File: config.mk
export PLATFORM = sky130hd
export DESIGN_NAME = div16by8_seq
export DESIGN_NICKNAME = d
export VERILOG_FILES = /design/src/rtl/div_pkg.sv /design/src/rtl/div_step.sv /design/src/rtl/div16by8_seq.sv
export SDC_FILE = /design/constraint.sdc
export NUM_CORES = 1
export LEC_CHECK = 0
export ABC_CLOCK_PERIOD_IN_PS = 3700
export CAP_MARGIN = 15
export CORE_MARGIN = 5
export CORE_UTILIZATION = 45
export DETAILED_ROUTE_END_ITERATION = 8
export PLACE_DENSITY = 0.7
export SLEW_MARGIN = 20
export SYNTH_ARGS = -nofsm -noshare
export SYNTH_HDL_FRONTEND = slang
export SYNTH_SLANG_ARGS = --single-unit
File: constraint.sdc
create_clock -name clk -period 3.7 [get_ports clk]
set_input_delay 0.925 -clock clk [delete_from_list [all_inputs] [get_ports clk]]
set_output_delay 0.925 -clock clk [all_outputs]
set_load 0.02 [all_outputs]
File: src/rtl/div_pkg.sv
// Shared definitions for the sequential 16/8 divider.
// Build option: DIV16BY8_RADIX4_EN selects two restoring steps per cycle.
package div_pkg;

  localparam int DIVIDEND_W = 16;
  localparam int DIVISOR_W  = 8;

  // Quotient/remainder reported for divide-by-zero and quotient overflow
  localparam logic [7:0] ERR_Q = 8'hFF;
  localparam logic [7:0] ERR_R = 8'hFF;

`ifdef DIV16BY8_RADIX4_EN
  // Two quotient bits per CALC cycle: counter runs 0..3
  localparam logic [2:0] LAST_CNT = 3'd3;
`else
  // One quotient bit per CALC cycle: counter runs 0..7
  localparam logic [2:0] LAST_CNT = 3'd7;
`endif

  typedef enum logic [1:0] {
    ST_IDLE = 2'd0,
    ST_CALC = 2'd1,
    ST_DONE = 2'd2
  } state_t;

endpackage

File: src/rtl/div_step.sv
// One combinational restoring-division step: shift the next dividend bit
// into the partial remainder and subtract the divisor if it fits.
module div_step
  import div_pkg::*;
(
  input  logic [8:0]           rem,
  input  logic                 bit_in,
  input  logic [DIVISOR_W-1:0] divisor,
  output logic [8:0]           rem_next,
  output logic                 qbit
);

  logic [9:0] t;
  logic [8:0] diff;

  // Trial subtraction; rem < divisor keeps the result within 9 bits
  always_comb begin
    t        = {rem, bit_in};
    diff     = t[8:0] - {1'b0, divisor};
    rem_next = t[8:0];
    qbit     = 1'b0;
    if (t >= {2'b00, divisor}) begin
      rem_next = diff;
      qbit     = 1'b1;
    end
  end

endmodule

File: src/rtl/div16by8_seq.sv
// Sequential unsigned 16/8 restoring divider with valid/ready on both sides.
// Build option: DIV16BY8_RADIX4_EN chains two div_step instances per cycle.
module div16by8_seq
  import div_pkg::*;
(
  input  logic                  clk,
  input  logic                  rst,
  input  logic                  in_valid,
  output logic                  in_ready,
  input  logic [DIVIDEND_W-1:0] P,
  input  logic [DIVISOR_W-1:0]  B,
  output logic                  out_valid,
  input  logic                  out_ready,
  output logic [7:0]            Q,
  output logic [7:0]            R,
  output logic                  div_zero,
  output logic                  ovf
);

  state_t      state_reg, state_next;
  logic [8:0]  rem_reg;
  logic [7:0]  sh_reg;      // remaining dividend bits on top, quotient bits fill from LSB
  logic [7:0]  b_reg;
  logic [2:0]  cnt_reg;
  logic [7:0]  q_reg, r_reg;
  logic        dz_reg, ovf_reg;

  logic        bad_div_zero, bad_ovf;
  logic [8:0]  rem_a;
  logic        qbit_a;
  logic [8:0]  rem_step;
  logic [7:0]  sh_step;

  assign bad_div_zero = (B == 8'd0);
  assign bad_ovf      = (P[15:8] >= B);

  div_step u_step_a (
    .rem      (rem_reg),
    .bit_in   (sh_reg[7]),
    .divisor  (b_reg),
    .rem_next (rem_a),
    .qbit     (qbit_a)
  );

`ifdef DIV16BY8_RADIX4_EN
  logic [8:0] rem_b;
  logic       qbit_b;

  div_step u_step_b (
    .rem      (rem_a),
    .bit_in   (sh_reg[6]),
    .divisor  (b_reg),
    .rem_next (rem_b),
    .qbit     (qbit_b)
  );

  assign rem_step = rem_b;
  assign sh_step  = {sh_reg[5:0], qbit_a, qbit_b};
`else
  assign rem_step = rem_a;
  assign sh_step  = {sh_reg[6:0], qbit_a};
`endif

  // FSM state register
  always_ff @(posedge clk) begin
    if (rst) state_reg <= ST_IDLE;
    else     state_reg <= state_next;
  end

  // Next-state logic and handshake outputs; DONE never accepts new operands
  always_comb begin
    state_next = state_reg;
    in_ready   = 1'b0;
    out_valid  = 1'b0;
    case (state_reg)
      ST_IDLE: begin
        in_ready = 1'b1;
        if (in_valid) begin
          if (bad_div_zero || bad_ovf) state_next = ST_DONE;
          else                         state_next = ST_CALC;
        end
      end
      ST_CALC: begin
        if (cnt_reg == LAST_CNT) state_next = ST_DONE;
      end
      ST_DONE: begin
        out_valid = 1'b1;
        if (out_ready) state_next = ST_IDLE;
      end
      default: state_next = ST_IDLE;
    endcase
  end

  // Datapath: operand capture, iteration, and result registers held through DONE
  always_ff @(posedge clk) begin
    if (rst) begin
      rem_reg <= 9'd0;
      sh_reg  <= 8'd0;
      b_reg   <= 8'd0;
      cnt_reg <= 3'd0;
      q_reg   <= 8'd0;
      r_reg   <= 8'd0;
      dz_reg  <= 1'b0;
      ovf_reg <= 1'b0;
    end else begin
      case (state_reg)
        ST_IDLE: begin
          if (in_valid) begin
            b_reg <= B;
            if (bad_div_zero) begin
              q_reg   <= ERR_Q;
              r_reg   <= ERR_R;
              dz_reg  <= 1'b1;
              ovf_reg <= 1'b0;
            end else if (bad_ovf) begin
              q_reg   <= ERR_Q;
              r_reg   <= ERR_R;
              dz_reg  <= 1'b0;
              ovf_reg <= 1'b1;
            end else begin
              rem_reg <= {1'b0, P[15:8]};
              sh_reg  <= P[7:0];
              cnt_reg <= 3'd0;
              dz_reg  <= 1'b0;
              ovf_reg <= 1'b0;
            end
          end
        end
        ST_CALC: begin
          rem_reg <= rem_step;
          sh_reg  <= sh_step;
          cnt_reg <= cnt_reg + 3'd1;
          if (cnt_reg == LAST_CNT) begin
            q_reg <= sh_step;
            r_reg <= rem_step[7:0];
          end
        end
        default: begin
        end
      endcase
    end
  end

  assign Q        = q_reg;
  assign R        = r_reg;
  assign div_zero = dz_reg;
  assign ovf      = ovf_reg;

endmodule

==> out/qor.txt, run 1 <==
die height - 87.5 um
Area Overhead vs Synth - 22.6%
post-synthesis register bit count - 48
drt first-iter violations - 172
TritonCTS clock tree - yes
row count - 28
Final period util - 83.3%
reg2reg start - sh_reg[7]
Overall Power - 1.58 mW
die area - 7660 um^2
DP HPWL - 5180 um
Via density - 5.47
ratio of cells with drive above 1 in the final layout - 6.93%
I/O pin count - 48
met3 usage - 3.22%
Worst slew margin - 47.0%
startpoint types - input pin
Routed Antenna Nets - 0
adder-cell share of the synthesized area - 9.07%
CTS resizes - 0
Worst Skew - 13.9 ps
largest net degree at the start of global routing - 29
largest family of logic cells by synthesized area - compound AO/OA/AOI/OAI gates
Starting Density - 45.9%
Lkg Pwr - 1.31 nW
crit path time final - 3080 ps
Post-route DRC - 0
Synth cell types - 49
met1 capacity usage during global routing - 25.1%
IO buf count - 47
CTS Hold Bufs - 0
pwr dens - 477 nW/um^2
final WL - 6770 um
die width - 87.5 um
most used routing layer - met2
endpoint of the worst hold path - R[3]
initial antenna violation count - 0
Synth Area in Simple Gates - 18.3%
# fillers - 548
clock sinks - 48
CTS buffer count - 5
status - finished clean
Largest register FFs - 9
Worst Hold Depth - 2
area post-placement - 3220 um^2
WP data arrival - 3320 ps
Clock Tree Buf Depth - 2
core area - 5890 um^2
final setup margin - 617 ps
Post-synth EDFFs - 0
Mapped Cells - 332
first-pass GRT wire length - 11100 um
YS warnings - 0
critical path peak fanout - 6
Reg clk slew, reported paths - 90 ps
root buffer cell - clkbuf_8
grt met2 use - 30.0%
pre-CTS WS - 343 ps
Seq/Total Area, Yosys - 35.6%
drt first pass iters - 4
dominant synthesized flop cell - dfxtp_1
Async SR Flop Fraction - 0%
wire per inst - 15.0 um
Worst Tran Pin Value - 795 ps
Critical Path RT - 3940 ps
CP endpoint kind - register
diode count - 0
Final Hold Fails - 0
Worst-Skew Late Latency - 300 ps
# nets final - 422
maximum clock rate - 324 MHz
worst hold path type - register to register
total track usage - 18.6%
Hold Crit Start - R[3]
grt ovf - 0
R2R setup slack - 680 ps
R2R depth - 10
setup TNS - 0 ps
mux cell area share after synthesis - 1.94%
Avg Synthesized Cell Area - 8.14 um^2
synthesized cell area - 2700 um^2
Reg2Reg Capture Point - rem_reg[4]
post-synthesis xor/xnor area fraction - 1.62%
number of global-route vias before repair - 2351
Compound-Gate Fraction of Synth Area - 25.6%
Max Cap Viol - 0
RSZ-0062 raised after global routing - no
Final Slew Violations - 0
H-tree Lvls - 2
RD Place Congestion - 0.854
Max VDD drop - 254 uV
# Post-CTS Setup Buffers - 0
syn_nets - 379
vias - 2460
Worst Setup Path Type - input pin to register
Setup-failing EPs final - 0
post-layout instance area - 3310 um^2
[routing by layer]
metal | part of all wire [%] | vias up
met5 | 0 | -
met4 | 1.4 | 0
met3 | 4.6 | 9
met2 | 48 | 57
met1 | 46 | 1129
li1 | - | 1265
[worst max path at each step]
stage	start	end	slack, ps	cells after the start
6_report	B[3]	rem_reg[4]	620	8
5_1_grt	sh_reg[7]	rem_reg[4]	470	10
4_1_cts	B[3]	rem_reg[4]	650	8
3_5_place_dp	B[3]	rem_reg[4]	340	8
3_3_place_gp	B[3]	rem_reg[4]	480	8
2_1_floorplan	B[3]	sh_reg[1]	1080	8
[cell families after synthesis]
| kind of cell | Yosys count |
|---|---|
| and+or+nand+nor | 107 |
| xor gates and xnor gates | 5 |
| buffers and inverters | 50 |
| muxes | 5 |
| AOI/OAI and AO/OA | 98 |
| adders and majority gates | 19 |
| DFF | 48 |
[cell usage after synthesis, types with 2 or more instances]
master | number | share of area (%)
nor3_1 | 8 | 1.5
mux2_2 | 2 | 0.83
clkbuf_1 | 13 | 1.8
a211oi_2 | 6 | 2.8
xor2_1 | 3 | 0.97
a31oi_1 | 6 | 1.4
dfxtp_1 | 48 | 36
a221oi_1 | 7 | 2.3
o31a_1 | 2 | 0.65
ha_1 | 18 | 8.3
a21oi_1 | 25 | 4.6
nand3_1 | 7 | 1.3
o211ai_1 | 2 | 0.56
xnor2_1 | 2 | 0.65
nand2b_1 | 4 | 0.93
o31ai_1 | 2 | 0.56
a311oi_1 | 7 | 2.3
or4_4 | 2 | 0.83
a21o_1 | 4 | 1.1
and2_1 | 2 | 0.46
o211a_1 | 2 | 0.74
nand2_1 | 49 | 6.8
a211oi_1 | 4 | 1.1
mux2i_1 | 3 | 1.1
nor2_1 | 23 | 3.2
o21ai_0 | 15 | 2.8
a2111oi_0 | 3 | 0.97
o21a_1 | 5 | 1.4
nand4_1 | 3 | 0.69
inv_1 | 33 | 4.6
nor2b_1 | 4 | 0.93
[cell usage in the layout, fill, tap and decap left out, types with 5 or more instances in the layout]
master / Yosys / routed
a31oi_1: 6 / 6
inv_1: 33 / 33
nor3_1: 8 / 8
o21a_1: 5 / 5
a21oi_1: 25 / 25
ha_1: 18 / 18
clkbuf_8: 0 / 6
a221oi_1: 7 / 7
dfxtp_1: 48 / 48
buf_4: 0 / 6
clkdlybuf4s50_1: 0 / 47
a211oi_2: 6 / 6
nand3_1: 7 / 7
nor2_1: 23 / 23
a311oi_1: 7 / 7
nand2_1: 49 / 49
o21ai_0: 15 / 15
[per-stage QoR]
stage	instances	hold WS [ps]	utilization, %
after floorplan	332	436	-
after global placement	443	439	54.8
after detailed placement	443	445	54.8
after CTS	450	458	56.3
after global routing	450	482	56.3
final	450	454	56.3
[critical path, stage by stage]
cell and delay [ps]:
clkdlybuf4s50_1 500, inv_1 50, ha_1 300, a211o_1 300, a31oi_1 280, o211ai_1 270
a2111oi_0 520, a31o_2 170
[power by group]
part	leakage [nW]	internal [mW]	switching (mW)	total [mW]
combinational	0.872	0.276	0.360	0.635
clock	0.0473	0.149	0.173	0.322
sequential	0.395	0.580	0.0445	0.624
[layout make-up]
type	count	area [um^2]	share of cell area (%)
sequential	48	961	29.0
tap	75	93.8	2.83
clock inverter	1	8.76	0.264
clock buffer	6	82.6	2.49
multi-input combinational	234	1530	46.1
inverter	33	124	3.74
timing repair buffer	53	515	15.6
Note: power is estimated with default switching activity, not from simulation.
==> inputs of run 2 (changes only) <==
ABC_CLOCK_PERIOD_IN_PS = 3100   (was 3700)
clock period = 3.1 ns   (was 3.7 ns; I/O delays follow)
==> run 2 against run 1 <==
Effect of this change: core utilization increased by 1.2 points; sequential power increased by 20%; first-iteration DRC count decreased by 8.1%; die area unchanged; non-clock buffer count increased by 5; highest routed layer unchanged; register-to-register slack got worse by 360 ps; clock skew decreased by 5.2 ps; clock power increased by 22%; setup slack got worse by 330 ps; cell count increased by 1.3%.
==> out/qor.txt, run 2 (synthesis gave the netlist of run 1 again) <==
# nets final - 427 (+1.2%)
Worst Tran Pin Value - 480 ps (-316 ps)
most common cell after layout, fill and taps aside - nand2_1
CTS buffer count - 5 (unchanged)
number of global-route vias before repair - 2425 (+3.1%)
Worst-Skew Late Latency - 310 ps (about the same)
NetSw - 0.709 mW (+23%)
Setup-failing EPs final - 0 (unchanged)
Final period util - 90.6%
largest net degree at the start of global routing - 36 (+24%)
die width - 87.5 um (unchanged)
CP endpoint kind - register
P_int - 1.23 mW (+22%)
Clock Power Share - 20.4% (about the same)
grt ovf - 0 (unchanged)
maximum clock rate - 356 MHz
ratio of cells with drive above 1 in the final layout - 8.40% (+1.5 points)
clock sinks - 48 (unchanged)
Worst Setup Path Type - input pin to register
Via density - 5.46 (about the same)
setup TNS - 0 ps (unchanged)
Worst slew margin - 67.2% (+20 points)
Routed Antenna Nets - 0 (unchanged)
Worst Skew - 8.71 ps (-5.19 ps)
Post-route DRC - 0 (unchanged)
Largest register FFs - 9 (unchanged)
Max Cap Viol - 0 (unchanged)
wire per inst - 15.4 um (+2.5%)
most used routing layer - met2
root buffer cell - clkbuf_8
Lkg Pwr - 1.34 nW (+2.2%)
share of power burned in registers - 38.5% (-1.0 points)
Starting Density - 45.9% (unchanged)
CTS Hold Bufs - 0 (unchanged)
met3 usage - 3.03% (-0.19 points)
initial antenna violation count - 0 (unchanged)
fin cells - 456 (+1.3%)
worst hold path type - register to register
drt first pass iters - 4 (unchanged)
pwr dens - 572 nW/um^2 (+20%)
status - finished clean
Final Hold Fails - 0 (unchanged)
CTS resizes - 0 (unchanged)
RD Place Congestion - 0.833 (-2.5%)
Final Slew Violations - 0 (unchanged)
RSZ-0062 raised after global routing - no
Reg clk slew, reported paths - 90 ps (about the same)
die area - 7660 um^2 (unchanged)
final WL - 7030 um (+3.8%)
crit path time final - 2810 ps
critical path peak fanout - 4 (-2)
row count - 28 (unchanged)
IO buf count - 47 (unchanged)
# Post-CTS Setup Buffers - 0 (unchanged)
Area Overhead vs Synth - 25.2%
H-tree Lvls - 2 (unchanged)
vias - 2491 (+1.3%)
most frequent cells in the layout - 49 x nand2_1, 48 x dfxtp_1, 47 x clkdlybuf4s50_1
startpoint types - input pin
Comb pwr share - 41.1% (+0.9 points)
core area - 5890 um^2 (unchanged)
Placed Instances - 448 (+1.1%)
Clock Tree Buf Depth - 2 (unchanged)
sw frac - 36.6% (+0.14 points)
WP data arrival - 3060 ps (-260 ps)
grt met2 use - 33.6% (+3.6 points)
drt first-iter violations - 158 (-8.1%)
TritonCTS clock tree - yes
Max VDD drop - 274 uV (+7.6%)
die height - 87.5 um (unchanged)
DP HPWL - 5320 um (+2.8%)
I/O pin count - 48 (unchanged)
total track usage - 19.7% (+1.1 points)
post-layout util - 57.5% (+1.2 points)
Critical Path RT - 3350 ps (-590 ps)
met1 capacity usage during global routing - 25.4% (+0.29 points)
first-pass GRT wire length - 11800 um (+5.4%)
diode count - 0 (unchanged)
-- run 2: changes by cell type in the layout (fill, tap and decap cells not counted), sizes merged --
cell,delta
clkinv,-1
clkinvlp,+2
buf,+5
-- run 2: metal layers --
| layer | up-vias | wire [um] |
|---|---|---|
| met3 | 8 | 223 |
| li1 | 1274 | - |
| met2 | 44 | 3450 |
| met4 | 0 | 106 |
| met5 | - | 0 |
| met1 | 1165 | 3240 |
-- run 2: final cells by class --
cell class	instances	area, um^2
Inverter	33	124
Clock inverter	2	15.0
Multi-Input combinational cell	234	1530
Timing Repair Buffer	58	578
Tap cell	75	93.8
Sequential cell	48	961
Fill cell	563	2500
Clock buffer	6	82.6
-- run 2: per-stage QoR --
step	hold slack, ps	cell area, um^2	setup slack [ps]	power (mW)
2_1_floorplan	436	2700	626	1.28
3_3_place_gp	441	3290	52.8	1.53
3_5_place_dp	444	3290	10.8	1.55
4_1_cts	457	3380	310	1.95
5_1_grt	476	3380	109	2.06
6_report	449	3380	292	1.94
-- run 2: power groups by stage --
stage,clock [mW],combinational (mW),sequential (mW)
after CTS,0.407,0.794,0.746
after global routing,0.427,0.880,0.757
after floorplan,0,0.504,0.780
after global placement,0,0.775,0.759
final,0.394,0.796,0.746
after detailed placement,0,0.787,0.760
-- run 2: final timing paths --
check / depth (start not counted) / end / slack [ps] / startpoint
worst max-delay path: 8 / rem_reg[4] / 290 / B[3]
worst min-delay path: 2 / R[2] / 450 / R[2]
worst max register to register: 10 / rem_reg[4] / 320 / sh_reg[7]
worst min register to register: 2 / R[2] / 450 / R[2]
-- run 2: worst max-delay path: stages --
cell and delay [ps]:
clkdlybuf4s50_1 510, inv_1 60, ha_1 300, a211o_1 290, a31oi_1 300, o211ai_1 190, a2111oi_0 480, a31o_2 160
